<file path="src/rtl/argon_pkg.sv">
// Argon core shared definitions: memory read masks,
// fetch FSM states and instruction width.
package argon_pkg;

  localparam int INSN_WIDTH = 32;

  localparam logic [2:0] RDMASK_XX = 3'b000;
  localparam logic [2:0] RDMASK_W  = 3'b010;

  typedef enum logic [1:0] {
    S_REQ,
    S_WAIT,
    S_DRAIN,
    S_FAULT
  } fetch_state_t;

endpackage

</file>
<file path="src/rtl/argon_sync_fifo.sv">
// Show-ahead synchronous FIFO with flush and occupancy count.
// DEPTH must be a power of two so the pointers wrap naturally.
module argon_sync_fifo #(
  parameter  int WIDTH = 64,
  parameter  int DEPTH = 4,
  localparam int AW    = $clog2(DEPTH),
  localparam int CW    = AW + 1
) (
  input  logic             i_clk,
  input  logic             i_reset,
  input  logic             push,
  input  logic             pop,
  input  logic             flush,
  input  logic [WIDTH-1:0] wdata,
  output logic [WIDTH-1:0] rdata,
  output logic [CW-1:0]    count,
  output logic             empty
);

  logic [WIDTH-1:0] mem [DEPTH];
  logic [AW-1:0]    wr_ptr;
  logic [AW-1:0]    rd_ptr;
  logic             do_push;
  logic             do_pop;

  assign empty   = (count == '0);
  assign do_push = push && (count != CW'(DEPTH));
  assign do_pop  = pop && !empty;
  assign rdata   = mem[rd_ptr];

  always_ff @(posedge i_clk) begin
    if (i_reset || flush) begin
      wr_ptr <= '0;
      rd_ptr <= '0;
      count  <= '0;
    end else begin
      if (do_push) wr_ptr <= wr_ptr + AW'(1);
      if (do_pop)  rd_ptr <= rd_ptr + AW'(1);
      count <= count + CW'(do_push) - CW'(do_pop);
    end
  end

  always_ff @(posedge i_clk) begin
    if (do_push && !flush) mem[wr_ptr] <= wdata;
  end

endmodule

</file>
<file path="src/rtl/argon_fetch_unit.sv">
// Decoupled instruction fetch: own PC, credit-based memory
// requests, prefetch FIFO toward decode, redirect and flush.
module argon_fetch_unit
  import argon_pkg::*;
#(
  parameter int              XLEN       = 32,
  parameter int              FIFO_DEPTH = 4,
  parameter logic [XLEN-1:0] RESET_PC   = '0
) (
  input  logic                  i_clk,
  input  logic                  i_reset,
  input  logic                  i_redirect_valid,
  input  logic [XLEN-1:0]       i_redirect_pc,
  output logic                  o_mem_req_valid,
  input  logic                  i_mem_req_ready,
  output logic [XLEN-1:0]       o_mem_addr,
  output logic [2:0]            o_mem_rd_mask,
  input  logic                  i_mem_rsp_valid,
  input  logic [INSN_WIDTH-1:0] i_mem_rsp_data,
  output logic                  o_inst_valid,
  input  logic                  i_inst_ready,
  output logic [INSN_WIDTH-1:0] o_inst,
  output logic [XLEN-1:0]       o_inst_pc,
  output logic                  o_fault
);

  localparam int CW = $clog2(FIFO_DEPTH) + 1;
  localparam int EW = INSN_WIDTH + XLEN;

  fetch_state_t    state;
  logic [XLEN-1:0] pc;
  logic [XLEN-1:0] req_pc;
  logic            req_q;
  logic            fault;

  logic [CW-1:0]   count;
  logic [CW-1:0]   count_n;
  logic [EW-1:0]   head;
  logic            empty;
  logic            accept;
  logic            push;
  logic            pop;
  logic            pending;
  logic            busy;
  logic            room_n;
  logic            misalign;

  assign accept   = req_q && i_mem_req_ready;
  assign pending  = (state == S_WAIT) || (state == S_DRAIN);
  assign push     = i_mem_rsp_valid && (state == S_WAIT)
                    && !i_redirect_valid;
  assign pop      = o_inst_valid && i_inst_ready
                    && !i_redirect_valid;
  assign count_n  = count + CW'(push) - CW'(pop);
  assign room_n   = count_n < CW'(FIFO_DEPTH);
  assign misalign = i_redirect_pc[1:0] != 2'b00;
  // a request stays in flight past this edge: must drain it
  assign busy     = accept || (pending && !i_mem_rsp_valid);

  always_ff @(posedge i_clk) begin
    if (i_reset) begin
      state  <= S_REQ;
      pc     <= RESET_PC;
      req_pc <= RESET_PC;
      req_q  <= 1'b0;
      fault  <= 1'b0;
    end else if (i_redirect_valid) begin
      pc    <= i_redirect_pc;
      fault <= misalign;
      req_q <= !busy && !misalign;
      if (busy)          state <= S_DRAIN;
      else if (misalign) state <= S_FAULT;
      else               state <= S_REQ;
    end else begin
      unique case (state)
        S_REQ: begin
          if (accept) begin
            pc     <= pc + XLEN'(4);
            req_pc <= pc;
            state  <= S_WAIT;
            req_q  <= 1'b0;
          end else begin
            req_q <= room_n;
          end
        end
        S_WAIT: begin
          if (i_mem_rsp_valid) begin
            state <= S_REQ;
            req_q <= room_n;
          end
        end
        S_DRAIN: begin
          if (i_mem_rsp_valid) begin
            state <= fault ? S_FAULT : S_REQ;
            req_q <= !fault && room_n;
          end
        end
        S_FAULT: req_q <= 1'b0;
      endcase
    end
  end

  argon_sync_fifo #(
    .WIDTH (EW),
    .DEPTH (FIFO_DEPTH)
  ) u_fifo (
    .i_clk   (i_clk),
    .i_reset (i_reset),
    .push    (push),
    .pop     (pop),
    .flush   (i_redirect_valid),
    .wdata   ({i_mem_rsp_data, req_pc}),
    .rdata   (head),
    .count   (count),
    .empty   (empty)
  );

  assign o_mem_req_valid     = req_q;
  assign o_mem_addr          = pc;
  assign o_mem_rd_mask       = req_q ? RDMASK_W : RDMASK_XX;
  assign o_inst_valid        = !empty;
  assign {o_inst, o_inst_pc} = head;
  assign o_fault             = fault;

endmodule

</file>
<file path="config.mk">
export PLATFORM = sky130hd
export DESIGN_NAME = argon_fetch_unit
export DESIGN_NICKNAME = d
export VERILOG_FILES = /design/src/rtl/argon_pkg.sv /design/src/rtl/argon_sync_fifo.sv /design/src/rtl/argon_fetch_unit.sv
export SDC_FILE = /design/constraint.sdc
export NUM_CORES = 1
export LEC_CHECK = 0
export ABC_AREA = 1
export CAP_MARGIN = 20
export CORE_UTILIZATION = 55
export DETAILED_ROUTE_END_ITERATION = 10
export GPL_TIMING_DRIVEN = 0
export PLACE_DENSITY = 0.79
export SYNTH_ARGS = -nofsm -noshare
export SYNTH_HDL_FRONTEND = slang
export SYNTH_SLANG_ARGS = --single-unit
</file>
<file path="constraint.sdc">
create_clock -name i_clk -period 6.6 [get_ports i_clk]
set_input_delay 1.65 -clock i_clk [delete_from_list [all_inputs] [get_ports i_clk]]
set_output_delay 1.65 -clock i_clk [all_outputs]
set_load 0.005 [all_outputs]
</file>
# Word-level counts from Yosys, hierarchy flattened
# Memories as Yosys holds them, arrays and structs flattened. A register that Yosys moved wholly into a read port is not among the register bits.
# Cells that the tools add are included.
[totals] word_cells=76 regBits=75 inputBits=70 ram_bits=256 memories=1
[op_classes] reduce_logical=30 n_bitwise=1 addsub=7 n_mux=21 n_eq_ne=7 magnitude_cmp=1
[mem_list] memory="u_fifo.mem" words=4 width=64 read_ports=1 rd_clocked_by_memory_dff=1 write_ports=1 line="argon_sync_fifo.sv:20" text="logic [WIDTH-1:0] mem [DEPTH];"
[ops] operator="$mux 32" n=3
[ops] operator="$add 32x3->32 const B" n=1
[ops] operator="$mux 2" n=10
[ops] operator="$ne 3x3->1 const B" n=4
[ops] operator="$logic_and 1x1->1" n=11
[ops] operator="$add 3x1->3" n=2
[ops] operator="$logic_not 1->1" n=6
[ops] operator="$mux 1" n=6
[ops] operator="$pmux 2 s3" n=1
[ops] operator="$reduce_bool 2->1" n=3
[ops] operator="$sub 3x1->3" n=2
[ops] operator="$add 2x1->2 const B" n=2
[ops] operator="$eq 2x2->1 const B" n=2
[ops] operator="$pmux 1 s4" n=1
[ops] operator="$reduce_and 2->1" n=2
[ops] operator="$reduce_and 4->1" n=1
[ops] operator="$reduce_bool 4->1" n=1
[ops] operator="$logic_not 3->1" n=1
[ops] operator="$logic_or 1x1->1" n=3
[ops] operator="$lt 3x3->1 const B" n=1
[ops] operator="$reduce_and 3->1" n=1
[ops] operator="$eq 2x1->1 const B" n=1
[ops] operator="$logic_not 2->1" n=1
[ops] operator="$not 1->1" n=1

# Depth between registers and ports, before layout
# Gate-level depths: netlist of the first run.
[logic_depth] ltp_word=10 depth_mapped=12 depth_no_buf=11

# Cells and area by module
# A second synthesis of the first run with hierarchy kept.
[unflattened] cells_unflattened=1256 hier_area_um2=13709.4
[by_module_without_submodules] module="argon_sync_fifo" area_per_inst_um2=9983.3 instances=1 cells_per_inst=687
[by_module_without_submodules] module="argon_fetch_unit" area_per_inst_um2=3726.1 instances=1 cells_per_inst=569

# Worst setup path after synthesis of the first run
# No wires, ideal clock.
[synth_path] path_type="in2reg" start="input i_redirect_valid" end="memory u_fifo.mem[0][0] (enable)" setup_time_ns=0.487 arrival_ns=4.918 path_buffers=1 required_ns=6.113 cell_stages=4 setup_slack_ns=1.195 cell_sequence="buf_4 -> nor3_1 -> nand2_1 -> nor2_1"
[synth_between] elab_chain_len=6
[synth_rtl] item="from (decl)" line="argon_fetch_unit.sv:12" text="input logic i_redirect_valid,"
[synth_rtl] item="$logic_not 1->1 (*)" line="argon_sync_fifo.sv:44, argon_fetch_unit.sv:51"
[synth_rtl] item="$logic_and 1x1->1" line="argon_fetch_unit.sv:51" text="&& !i_redirect_valid;"
[synth_rtl] item="$logic_and 1x1->1" line="argon_sync_fifo.sv:27" text="assign do_push = push && (count != CW'(DEPTH));"
[synth_rtl] item="$logic_and 1x1->1 (*)" line="argon_sync_fifo.sv:44" text="if (do_push && !flush) mem[wr_ptr] <= wdata;"
[synth_rtl] item="$mux 1 (*)" line="argon_sync_fifo.sv:44"
[synth_rtl] item="$mux 1 (not written as such) (*)" line="argon_sync_fifo.sv:44"
[synth_rtl] item="to (decl)" line="argon_sync_fifo.sv:20"
# Every way passes the cells marked *; elsewhere a longest branch is shown, timed or not.

==> results.ini, run 1 <==
[critical_path]
worstPathRequired_ns=4.95
r2r_cells=7
path_class=reg -> out
cp_slowest_cell=clkdlybuf4s50_1
crit_buf_inv=5
crit_path_end_kind=output port
slowest_delay_ns=0.57
cp_num_cells=7
worstPathMaxFanout=10
start_kind=flop
cp.arrival_ns=2.85
critPathTopFamily=buffers and inverters
crit_path_cell_trace=buf_2 > inv_1 > buf_2 > clkbuf_1 > nor2_1 > o22ai_1 > clkdlybuf4s50_1
crit_top_cell=buf_2

[hold_path]
hp-class=reg -> reg
whs_path_depth=2

[route]
avgViaCountPerCell=5.64
wl_per_cell_um=18.6
ant_nets=0
firstDrtPassIters=5
finalWirelength_um=33700
drtIter0Drc=1092
drc=0
vias=10200

[placed_design]
hpwl_um=22800
dp.cells=1751
place_area_mm2=0.0158
io_buffers=168
place_congestion=0.985

[die]
start_util_pct=55.9
rows=57
die_w_um=159
core_area_mm2=0.0242
io_pins=172
die_h_um=159
dieArea_mm2=0.0253

[layout]
syn_to_final_growth_pct=23.8
stdcell_count=1808
nets=1543
n_antenna_cell=0
finalInstanceArea_mm2=0.0168
layout-drive-gt1-share_pct=6.60
register_area_mm2=0.00923
multi_input_area_mm2=0.00375
fill_cells=1771

[clocking]
path_clk_slew_ns=0.06
cts_max_level=1
clockBufferDepth=3
cts_resized=0
holdBufCountCts=0
cts_tree=built
clockRootBuffer=clkbuf_16
clock_latency_ns=0.55
cts_setup_buffers=0
numCtsBuffers=31
numClockSinks=333

[power_and_ir_drop]
seq_power_share_pct=55.1
ir_worst_vdd_v=0.000177
p_int_mw=3.34
finalPower_mw=4.23
clkPwrFrac_pct=38.8
cellPowerDensity_mw_per_mm2=252
swShare_pct=21.1
combPwrFrac_pct=6.2
power_leakage_nw=6.06
p_switching_mw=0.892

[synth]
syn-cell-area_mm2=0.0136
synth_area_leader_cell=edfxtp_1
ys_top_cells_by_area=edfxtp_1 57%, dfxtp_1 11%, o21ai_0 6.4%
synth_seq_cells=333
synth-edff-count=256
async_reset_ff_share_pct=0
synthFlopType=edfxtp_1
syn_inst=1250
synth_area_per_cell_um2=10.8
synth_top_area_share_pct=56.7
yosys_warnings=0
yosysSeqAreaShare_pct=68.1
ys_types=40

[global_route]
grt_pass1_vias=9775
antenna_found_initial=0
grt.total_usage_pct=26.3
grt_pass1_wl_um=51900
grt_max_degree=31
grt_overflow=0

[timing]
rsz0062_at_grt=false
fin_crit_sh_pct=68.2
slew-limit-headroom_pct=52.4
final.setup_skew_ns=0.0141
fmax_mhz=222
min_period_ns=4.50
hold_slack_ns=0.497
tightestPinTransition_ns=0.714
slew_viol_final=0
setup_viol=0
hold_viol=0

[outcome]
status=finished clean

[flow_run]
maxCapViolations=0

-- registers in the layout, summed over array words and instances, names as in the netlist, named ones only --
| name | cells |
|---|---|
| req_pc | 32 |
| u_fifo.mem | 256 |
| state | 2 |
| u_fifo.count | 3 |
| o_mem_addr | 32 |
| u_fifo.rd_ptr | 2 |
| o_fault | 1 |
| u_fifo.wr_ptr | 2 |
| o_mem_req_valid | 1 |
-- through the flow --
stage / setup TNS, ns / setup slack (ns) / util, %
floorplan: 0 / 1.20 / -
detailed placement: 0 / 2.48 / 65.3
global route: 0 / 1.98 / 69.2
finish: 0 / 2.10 / 69.2
CTS: 0 / 2.06 / 69.2
global placement: -281.50 / -1.24 / 64.5
-- placed cells by master (no fill, tap or decap), types with 48 or more instances in the layout --
| master | instances |
|---|---|
| clkdlybuf4s50_1 | 168 |
| inv_1 | 70 |
| a21oi_1 | 48 |
| nor2_1 | 220 |
| o21ai_0 | 174 |
| dfxtp_1 | 77 |
| edfxtp_1 | 256 |
| clkbuf_1 | 59 |
| nand2_1 | 155 |
| o22ai_1 | 64 |
-- worst reg2reg max path: stages (launching register included) --
cell     delay (ns)
dfxtp_1        0.32
inv_1          0.08
ha_1           0.17
inv_1          0.06
nor3_1         0.22
nand2_1        0.35
nor2_4         0.65
buf_12         0.30
-- power by group through the flow --
stage	logic, mW	registers (mW)	clock network, mW
after floorplan	0.112	2.36	0
after global placement	0.248	2.37	0
after CTS	0.259	2.33	1.65
final	0.261	2.33	1.64
after detailed placement	0.256	2.37	0
after global routing	0.282	2.33	1.73
-- cells by family (layout without fill, tap and decap cells) --
| logic type | Yosys count | in the layout | share of synthesized area (%) |
|---|---|---|---|
| AOI/OAI and AO/OA | 312 | 312 | 12.5 |
| xor gates and xnor gates | 2 | 2 | 0.129 |
| adders and majority gates | 13 | 13 | 1.26 |
| buffers and inverters | 145 | 378 | 4.45 |
| DFF | 333 | 333 | 68.1 |
| other | 1 | 2 | 0.0277 |
| and+or+nand+nor | 444 | 444 | 13.5 |
-- path summary, 6_finish.rpt --
kind	start	endpoint	slack [ns]
max	flop	o_inst_pc[18]	2.10
min	state[1]	state[1]	0.50
max reg2reg	state[1]	u_fifo.mem[3][45]	4.11
min reg2reg	state[1]	state[1]	0.50
-- per-layer routing --
metal / track usage [%] / share of wire [%] / up-vias / routed length, µm
met5: 0 / 0 / - / 0
met4: 7.91 / 2.3 / 0 / 780
met3: 3.36 / 8.2 / 58 / 2780
met2: 42.9 / 47 / 498 / 15900
met1: 37.1 / 42 / 4824 / 14300
li1: - / - / 4814 / -
-- layout make-up --
| cell class | instances | share of cell area, % |
|---|---|---|
| Buffer | 69 | 1.89 |
| Clock buffer | 49 | 5.33 |
| Clock inverter | 8 | 0.261 |
| Inverter | 76 | 1.70 |
| Multi-Input combinational cell | 773 | 22.4 |
| Sequential cell | 333 | 55.0 |
| Tap cell | 324 | 2.42 |
| Timing Repair Buffer | 176 | 11.0 |
-- cell usage after synthesis, types with 7 or more instances --
library cell,instances
edfxtp_1,256
nor2_1,224
o21ai_0,174
nand2_1,155
dfxtp_1,77
inv_1,70
o22ai_1,64
a21oi_1,48
clkbuf_1,46
nand3_1,32
buf_2,16
ha_1,12
a31oi_1,8
nor3_1,7
Note: power is estimated with default switching activity, not from simulation.
==> run 2: changes to the inputs <==
clock period = 4.2 ns   (was 6.6 ns; I/O delays follow)
==> results of run 2 <==
The final DEF is identical to that of run 1. Status: finished clean.
Among the figures that moved: setup slack after placement 2.48 ns -> 0.684 ns; setup slack after layout 2.10 ns -> 0.297 ns; register-to-register setup slack 4.11 ns -> 1.71 ns; total power 4.23 mW -> 6.65 mW; worst IR drop on VDD 0.000177 V -> 0.000278 V
==> run 3: changes to the inputs <==
SLEW_MARGIN = 25   (was not set)
==> run 3 against run 2 <==
Against the previous run: worst hold slack got worse by 0.0045 ns; power rose by 1.4%; maximum frequency fell by 0.46%; register-to-register slack got worse by 0.17 ns; via count rose by 0.14%; global-route usage rose by 0.28 points; critical path type unchanged; critical endpoint unchanged.
==> results.ini, run 3 (synthesis results as in run 1) <==
[clocking]
holdBufCountCts=0  ; unchanged
clockBufferDepth=3  ; unchanged
clockRootBuffer=clkbuf_16
cts_resized=0  ; unchanged
numCtsBuffers=31  ; unchanged
path_clk_slew_ns=0.07  ; about the same
cts_max_level=1  ; unchanged
cts_setup_buffers=0  ; unchanged
cts_tree=built
clock_latency_ns=0.55  ; about the same
numClockSinks=333  ; unchanged

[power_and_ir_drop]
ir_worst_vdd_v=0.000301
finalPower_mw=6.74
cellPowerDensity_mw_per_mm2=398
power_leakage_nw=6.11  ; +0.95%

[route]
drtIter0Drc=979  ; -10%
finalWirelength_um=34100  ; +0.99%
drc=0  ; unchanged
ant_nets=0  ; unchanged
wl_per_cell_um=18.8  ; +0.82%
avgViaCountPerCell=5.64  ; about the same
firstDrtPassIters=5  ; unchanged
vias=10200  ; +0.14%

[die]
die_w_um=159  ; unchanged
rows=57  ; unchanged
start_util_pct=55.9  ; unchanged
core_area_mm2=0.0242  ; unchanged
die_h_um=159  ; unchanged
io_pins=172  ; unchanged
dieArea_mm2=0.0253  ; unchanged

[timing]
fmax_mhz=255
rsz0062_at_grt=false
min_period_ns=3.92
final.setup_skew_ns=0.0182  ; +0.00415 ns
slew-limit-headroom_pct=50.3  ; -2.1 points
hold_slack_ns=0.493  ; -0.00451 ns
setup_viol=0  ; unchanged
tightestPinTransition_ns=0.744  ; +0.0300 ns
fin_crit_sh_pct=93.4
hold_viol=0  ; unchanged
slew_viol_final=0  ; unchanged

[layout]
fill_cells=1778  ; +0.40%
multi_input_area_mm2=0.00375  ; unchanged
nets=1546  ; +0.19%
layout-drive-gt1-share_pct=6.59  ; -0.013 points
syn_to_final_growth_pct=24.8
top_register=u_fifo.mem
final_cell_mix=256 x edfxtp_1, 220 x nor2_1, 174 x o21ai_0
finalInstanceArea_mm2=0.0169  ; +0.83%
n_antenna_cell=0  ; unchanged
register_area_mm2=0.00923  ; unchanged
final_common_cell=edfxtp_1
largest_reg_flops=256  ; unchanged

[critical_path]
worstPathRequired_ns=3.15
start_kind=flop
cp.arrival_ns=2.87  ; +0.02 ns
crit_path_end_kind=output port
critPathTopFamily=buffers and inverters
crit_path_cell_trace=buf_2 > inv_1 > buf_2 > clkbuf_1 > nor2_1 > o22ai_1 > clkdlybuf4s50_1
crit_top_cell=buf_2
path_class=reg -> out
rrSetupSlack_ns=1.54
slowest_delay_ns=0.57  ; about the same
worstPathMaxFanout=10  ; unchanged
cp_slowest_cell=clkdlybuf4s50_1
crit_buf_inv=5  ; unchanged

[global_route]
grt_pass1_vias=9760  ; -0.15%
antenna_found_initial=0  ; unchanged
grt_pass1_wl_um=52300  ; +0.89%
grt_overflow=0  ; unchanged
grt.total_usage_pct=26.5  ; +0.28 points
grt_max_degree=24  ; -23%

[hold_path]
hp-class=reg -> reg

[flow_run]
maxCapViolations=0  ; unchanged

[placed_design]
place_congestion=0.985  ; unchanged
io_buffers=168  ; unchanged
place_area_mm2=0.0160  ; +0.71%
hpwl_um=23300  ; +1.8%

[outcome]
status=finished clean

[run 3: cell count changes in the layout (fill, tap and decap cells not counted)]
cell and delta:
clkinvlp_4 -1, clkbuf_1 +1, buf_16 +7, clkbuf_8 -2, buf_12 -4, clkinv_1 +2, clkinv_2 -2, bufinv_16 +2
[run 3: report_power, final]
group | total (mW) | switching, mW | internal (mW) | leakage [nW]
sequential | 3.66 | 0.0626 | 3.60 | 3.16
clock | 2.66 | 1.13 | 1.54 | 0.465
combinational | 0.414 | 0.213 | 0.200 | 2.49
[run 3: path summary, 6_finish.rpt]
path	to	cells after the start	startpoint
setup / recovery	o_inst_pc[18]	7	flop
hold / removal	state[1]	2	state[1]
setup reg to reg	u_fifo.mem[3][32]	8	state[1]
hold reg to reg	state[1]	2	state[1]
[run 3: stage by stage]
step / utilization, % / setup slack, ns / setup TNS (ns) / instances
after CTS: 69.8 / 0.285 / 0 / 1811
after floorplan: - / -0.605 / -154.80 / 1251
after global placement: 64.5 / -3.04 / -742.30 / 1743
after global routing: 69.8 / 0.166 / 0 / 1811
after detailed placement: 65.8 / 0.599 / 0 / 1754
final: 69.8 / 0.279 / 0 / 1811
[run 3: area by class of cell]
class                   count  share of cell area [%]
plain buffers              69                    1.88
clock buffers              48                    5.14
well taps                 324                    2.40
repair buffers            179                    11.6
inverters                  76                    1.69
clock inverters             9                   0.555
flip-flops and latches    333                    54.6
multi-input cells         773                    22.2
[run 3: worst register-to-register path, stage by stage (launching register included)]
cell,delay (ns)
dfxtp_1,0.32
inv_1,0.08
ha_1,0.17
inv_1,0.06
nor3_1,0.25
nand2_1,0.37
nor2_4,0.67
buf_16,0.24
buf_16,0.18
[run 3: per-layer routing]
metal | wire [µm] | track usage, % | share of wire, %
met1 | 14100 | 36.6 | 41
met2 | 16300 | 43.5 | 48
met3 | 2820 | 3.88 | 8.3
met4 | 896 | 9.18 | 2.6
met5 | 0 | 0 | 0
